--- src/rtl/qspi_mem_pkg.sv ---
// ============================================================================
// Module      : qspi_mem_pkg
// Description : Shared sizing helpers for the QSPI / UL shared word buffer.
// Revision    : 1.0 - initial release
// ============================================================================
`default_nettype none

package qspi_mem_pkg;

    localparam int c_BYTE_BITS = 8;

    function automatic int lane_count(input int data_width);
        return data_width / c_BYTE_BITS;
    endfunction

    // A limit of 0 still needs a 1-bit counter so the port widths stay legal.
    function automatic int starve_cnt_width(input int starve_limit);
        int w;
        w = $clog2(starve_limit + 1);
        return (w < 1) ? 1 : w;
    endfunction

endpackage

`default_nettype wire

--- src/rtl/qspi_mem_port_arb.sv ---
// ============================================================================
// Module      : qspi_mem_port_arb
// Description : Two-requester arbiter, QSPI preferred, UL granted after a
//               bounded number of consecutive lost contests.
// Revision    : 1.0 - initial release
// ============================================================================
`default_nettype none

module qspi_mem_port_arb
    import qspi_mem_pkg::*;
#(
    parameter int STARVE_LIMIT = 4
) (
    input  logic clk,
    input  logic rst,
    input  logic i_req_q,
    input  logic i_req_u,
    output logic o_gnt_q,
    output logic o_gnt_u
);

    localparam int              c_CW    = starve_cnt_width(STARVE_LIMIT);
    localparam logic [c_CW-1:0] c_LIMIT = c_CW'(STARVE_LIMIT);
    localparam logic [c_CW-1:0] c_ONE   = c_CW'(1);
    localparam logic            c_FAIR  = (STARVE_LIMIT != 0);

    logic [c_CW-1:0] r_starve_cnt;
    logic            w_ul_turn;
    logic            w_contend;

    assign w_contend = i_req_q & i_req_u;
    assign w_ul_turn = c_FAIR & (r_starve_cnt == c_LIMIT);

    assign o_gnt_u = i_req_u & (~i_req_q | w_ul_turn);
    assign o_gnt_q = i_req_q & ~(i_req_u & w_ul_turn);

    // Counts consecutive contests UL lost; saturates at the limit.
    always_ff @(posedge clk or negedge rst) begin
        if (!rst) begin
            r_starve_cnt <= '0;
        end else if (o_gnt_u) begin
            r_starve_cnt <= '0;
        end else if (w_contend && (r_starve_cnt != c_LIMIT)) begin
            r_starve_cnt <= r_starve_cnt + c_ONE;
        end
    end

endmodule

`default_nettype wire

--- src/rtl/qspi_mem_buf_arb.sv ---
// ============================================================================
// Module      : qspi_mem_buf_arb
// Description : Shared simple-dual-port word buffer between the QSPI flash
//               engine and the UL register bus, with per-port arbitration.
// Revision    : 1.0 - initial release
// ============================================================================
`default_nettype none

module qspi_mem_buf_arb
    import qspi_mem_pkg::*;
#(
    parameter int MEM_ADDRBITS = 6,
    parameter int DATA_WIDTH   = 32,
    parameter int STARVE_LIMIT = 4
) (
    input  logic                      clk,
    input  logic                      rst,
    input  logic [MEM_ADDRBITS-1:0]   mem_ul_waddr,
    input  logic [DATA_WIDTH-1:0]     mem_ul_wdata,
    input  logic [DATA_WIDTH/8-1:0]   mem_ul_wstrb,
    input  logic                      mem_ul_wvalid,
    output logic                      mem_ul_wready,
    input  logic [MEM_ADDRBITS-1:0]   mem_ul_araddr,
    input  logic                      mem_ul_arvalid,
    output logic                      mem_ul_arready,
    output logic [DATA_WIDTH-1:0]     mem_ul_rdata,
    output logic                      mem_ul_rvalid,
    input  logic                      mem_ul_rready,
    input  logic [MEM_ADDRBITS-1:0]   qspimem_addr,
    input  logic                      qspimem_valid,
    input  logic                      qspimem_wr,
    input  logic [DATA_WIDTH-1:0]     qspimem_out_data,
    output logic                      qspimem_ready,
    output logic [DATA_WIDTH-1:0]     qspimem_in_data,
    output logic                      qspimem_in_valid
);

    localparam int c_LANES = lane_count(DATA_WIDTH);
    localparam int c_DEPTH = 2 ** MEM_ADDRBITS;

    logic [DATA_WIDTH-1:0] r_mem [c_DEPTH];

    logic                  w_req_qw, w_req_uw, w_req_qr, w_req_ur, w_slot_free;
    logic                  w_gnt_qw, w_gnt_uw, w_gnt_qr, w_gnt_ur;
    logic                  r_ul_rvalid, r_q_rvalid;
    logic [DATA_WIDTH-1:0] r_ul_rdata, r_q_rdata;

    // UL may only take the read port when its output register can be refilled.
    assign w_slot_free = ~r_ul_rvalid | mem_ul_rready;
    assign w_req_qw    = qspimem_valid & qspimem_wr;
    assign w_req_uw    = mem_ul_wvalid;
    assign w_req_qr    = qspimem_valid & ~qspimem_wr;
    assign w_req_ur    = mem_ul_arvalid & w_slot_free;

    qspi_mem_port_arb #(.STARVE_LIMIT(STARVE_LIMIT)) u_wr_arb (
        .clk     (clk),
        .rst     (rst),
        .i_req_q (w_req_qw),
        .i_req_u (w_req_uw),
        .o_gnt_q (w_gnt_qw),
        .o_gnt_u (w_gnt_uw)
    );

    qspi_mem_port_arb #(.STARVE_LIMIT(STARVE_LIMIT)) u_rd_arb (
        .clk     (clk),
        .rst     (rst),
        .i_req_q (w_req_qr),
        .i_req_u (w_req_ur),
        .o_gnt_q (w_gnt_qr),
        .o_gnt_u (w_gnt_ur)
    );

    assign qspimem_ready  = qspimem_wr ? w_gnt_qw : w_gnt_qr;
    assign mem_ul_wready  = w_gnt_uw;
    assign mem_ul_arready = w_gnt_ur;

    // Write port; grants are mutually exclusive so one writer per cycle.
    always_ff @(posedge clk) begin
        if (w_gnt_qw) begin
            r_mem[qspimem_addr] <= qspimem_out_data;
        end else if (w_gnt_uw) begin
            for (int i = 0; i < c_LANES; i++) begin
                if (mem_ul_wstrb[i]) begin
                    r_mem[mem_ul_waddr][i*8 +: 8] <= mem_ul_wdata[i*8 +: 8];
                end
            end
        end
    end

    // Read port; sampling before the write lands gives read-before-write.
    always_ff @(posedge clk or negedge rst) begin
        if (!rst) begin
            r_q_rvalid  <= 1'b0;
            r_q_rdata   <= '0;
            r_ul_rvalid <= 1'b0;
            r_ul_rdata  <= '0;
        end else begin
            r_q_rvalid <= w_gnt_qr;
            if (w_gnt_qr) begin
                r_q_rdata <= r_mem[qspimem_addr];
            end
            if (w_gnt_ur) begin
                r_ul_rvalid <= 1'b1;
                r_ul_rdata  <= r_mem[mem_ul_araddr];
            end else if (mem_ul_rready) begin
                r_ul_rvalid <= 1'b0;
            end
        end
    end

    assign qspimem_in_valid = r_q_rvalid;
    assign qspimem_in_data  = r_q_rdata;
    assign mem_ul_rvalid    = r_ul_rvalid;
    assign mem_ul_rdata     = r_ul_rdata;

endmodule

`default_nettype wire

--- config.mk ---
export PLATFORM = sky130hd
export DESIGN_NAME = qspi_mem_buf_arb
export DESIGN_NICKNAME = d
export VERILOG_FILES = /design/src/rtl/qspi_mem_pkg.sv /design/src/rtl/qspi_mem_port_arb.sv /design/src/rtl/qspi_mem_buf_arb.sv
export SDC_FILE = /design/constraint.sdc
export NUM_CORES = 2
export LEC_CHECK = 0
export CAP_MARGIN = 25
export CORE_UTILIZATION = 25
export DETAILED_ROUTE_END_ITERATION = 8
export HOLD_SLACK_MARGIN = 0.02
export PLACE_DENSITY_LB_ADDON = 0.25
export SYNTH_ARGS = -nofsm -noshare
export SYNTH_HDL_FRONTEND = slang
export SYNTH_SLANG_ARGS = --single-unit
--- constraint.sdc ---
create_clock -name clk -period 3.7 [get_ports clk]
set_input_delay 0.74 -clock clk [delete_from_list [all_inputs] [get_ports clk]]
set_output_delay 0.74 -clock clk [all_outputs]
set_load 0.02 [all_outputs]
==> reports/qor.csv <==
metric;value;unit
worstPathMaxFanout;4;
synth_cell_types;60;
hp-class;in2async;
yosys_warnings;0;
critPathKind;reg2out;
period_share;96.4;%
synth_ff_type;edfxtp_1;
vias_per_cell;5.32;
cts_buffer_depth;4;
io_buffers;161;
seq_area;63300;µm²
synth_seq_cells;2120;
syn_area_per_cell;17.3;µm²
wl_per_cell;33.5;µm
nets;6707;
synth_commonest_cells;edfxtp_1, mux2i_1, mux4_2, nor2_1, a22oi_1;
finalMaxSlewViolations;0;
fillerInstances;38200;
drive_gt1_share;31.4;%
worstSetupStartpointType;register;
min_period;3570;ps
cts-root-buf;clkbuf_16;
critPathRequiredTime;2960;ps
grt_pass1_wl;548000;µm
num_vias;64100;
grt_max_degree;65;
met1Wirelength;165000;µm
grt_pass1_vias;64100;
gr-total-overflow;0;
die_w;631;µm
yosys.cell_count.top_type;edfxtp_1;
synth_cells;5698;
syn_nets;5795;
clk_latency;940;ps
cts_tree;built;
slowest_delay;540;ps
ctsHtreeMaxLevel;4;
io_pins;162;
async_flop_share;3.40;%
ir_drop;389;µV
syn_area;98800;µm²
synth_top_area_share;62.2;%
first_iter_violations;7385;
power_density;467;nW/µm²
setup_slack;132;ps
placementRows;230;
worst-endpoint-arrival;2830;ps
dr_wl_met3;29600;µm
postRouteAntennaNets;0;
routabilityCongestion;0.878;
multi_input_area;33600;µm²
worstSetupEndpointType;primary output;
grt_use_total;19.7;%
clock_sinks;2120;
core-area;393000;µm²
place_ws;-305;ps
design_area;122000;µm²
cts_inserted_buffers;231;
dpl-instance-area;115000;µm²
rsz0062_at_grt;false;
cp_cell_sequence;inv_1 > ha_1 > and2_2 > a21oi_2 > or2_2 > clkdlybuf4s50_1;
wl;404000;µm
route.met2.wl;190000;µm
cts_setup_buffers;0;
chipHeight;631;µm
post-synth-top-area-cell;edfxtp_1;
highest_layer;met5;
outcome;complete, no violations;
p_leak;41.3;nW
slew_headroom;26.0;%
finClkSkew;70.9;ps
setup_viol;0;
synth-edff-count;2048;
antenna_found_initial;29;
cts.clk_slew.worst_paths;60;ps
crit_slowest_cell;clkdlybuf4s50_1;
fmax;280;MHz
total_power;57.1;mW
firstDrtPassIters;5;
whs;474;ps
start_util;25.2;%
drv_cap;0;
netlist_top_cells_area;edfxtp_1, mux4_2, mux2i_1;
hpwlAfterDp;287000;µm
syn2layout_area_growth;23.9;%
tightest_slew;1100;ps
final-hold-violation-count;0;
drc_errors;0;
yosysSeqAreaShare;64.1;%
dieArea;398000;µm²
[path summary, 6_finish.rpt]
kind,slack (ps),to,startpoint,cells past startpoint
worst max register to register,510,r_mem[55][18],u_wr_arb.r_starve_cnt[1],10
min in group clk,490,u_rd_arb.r_starve_cnt[2],u_rd_arb.r_starve_cnt[2],1
worst min-delay path,470,qspimem_in_data[23],rst,2
worst min register to register,490,u_rd_arb.r_starve_cnt[2],u_rd_arb.r_starve_cnt[2],1
worst max-delay path,130,qspimem_ready,u_wr_arb.r_starve_cnt[1],6
max in group asynchronous,2370,u_wr_arb.r_starve_cnt[0],rst,3
[power breakdown]
group / switching (mW) / internal, mW
Combinational: 4.30 / 2.67
Clock: 9.92 / 12.9
Sequential: 0.396 / 26.9
Total: 14.6 / 42.5
[cell type report]
class / count / area share, %
Antenna cell: 14 / 0.0286
Timing Repair Buffer: 1139 / 9.55
Clock inverter: 126 / 0.892
Sequential cell: 2120 / 51.7
Inverter: 13 / 0.0429
Clock buffer: 297 / 5.03
Tap cell: 5220 / 5.33
Multi-Input combinational cell: 3105 / 27.4
[state kept, by name (all words and copies together) (netlist names)]
register / count
mem_ul_rvalid: 1
u_rd_arb.r_starve_cnt: 3
r_mem: 2048
qspimem_in_data: 32
mem_ul_rdata: 32
u_wr_arb.r_starve_cnt: 3
qspimem_in_valid: 1
[repair_timing]
action,4_1_cts,5_1_grt
endpoints found under the hold margin,33,0
resized for setup,1,1
pin swaps,0,0
setup endpoints to repair,2,1
hold buffers,1,0
[layer usage]
metal	vias up	track usage [%]
li1	25800	-
met1	34500	26.0
met5	-	0
met2	3194	32.0
met3	635	3.37
met4	4	8.51
[kinds of logic (layout without fill, tap and decap cells)]
logic type / count (synthesis) / in the layout / synth area share [%]
other: 0 / 14 / 0
AO/OA/AOI/OAI: 907 / 907 / 6.66
AND/OR/NAND/NOR: 699 / 699 / 2.94
adder cells (fa/ha/maj): 4 / 4 / 0.0506
buffers and inverters: 473 / 1575 / 2.22
flip-flops: 2120 / 2120 / 64.1
multiplexers: 1495 / 1495 / 24.1
[per-stage QoR]
stage / setup TNS [ps] / util [%] / cells
detailed placement: -224360 / 29.3 / 11600
finish: 0 / 31.2 / 12000
global placement: -247270 / 29.3 / 11600
CTS: 0 / 31.2 / 12000
global route: 0 / 31.2 / 12000
floorplan: 0 / - / 5698
[cells in the final DEF, fill, tap and decap left out, drive strengths merged, types with 79 or more instances in the layout]
cell type,synthesis,layout
a22oi,230,230
nand2,188,188
mux4,701,701
mux2i,748,748
a221oi,106,106
o21ai,121,121
clkdlybuf4s50,0,151
buf,257,987
clkbuf,203,297
a21oi,82,82
nor2,376,376
edfxtp,2048,2048
a31oi,79,79
clkinv,0,91
[critical path: cells and delay by family (launching register included)]
family                     cells  cell delay [ps]
adders and majority gates      1              170
DFF                            1              390
buffers and inverters          2              630
AOI/OAI and AO/OA              1              120
and+or+nand+nor                2              610
Power figures use the tool's default switching activity.
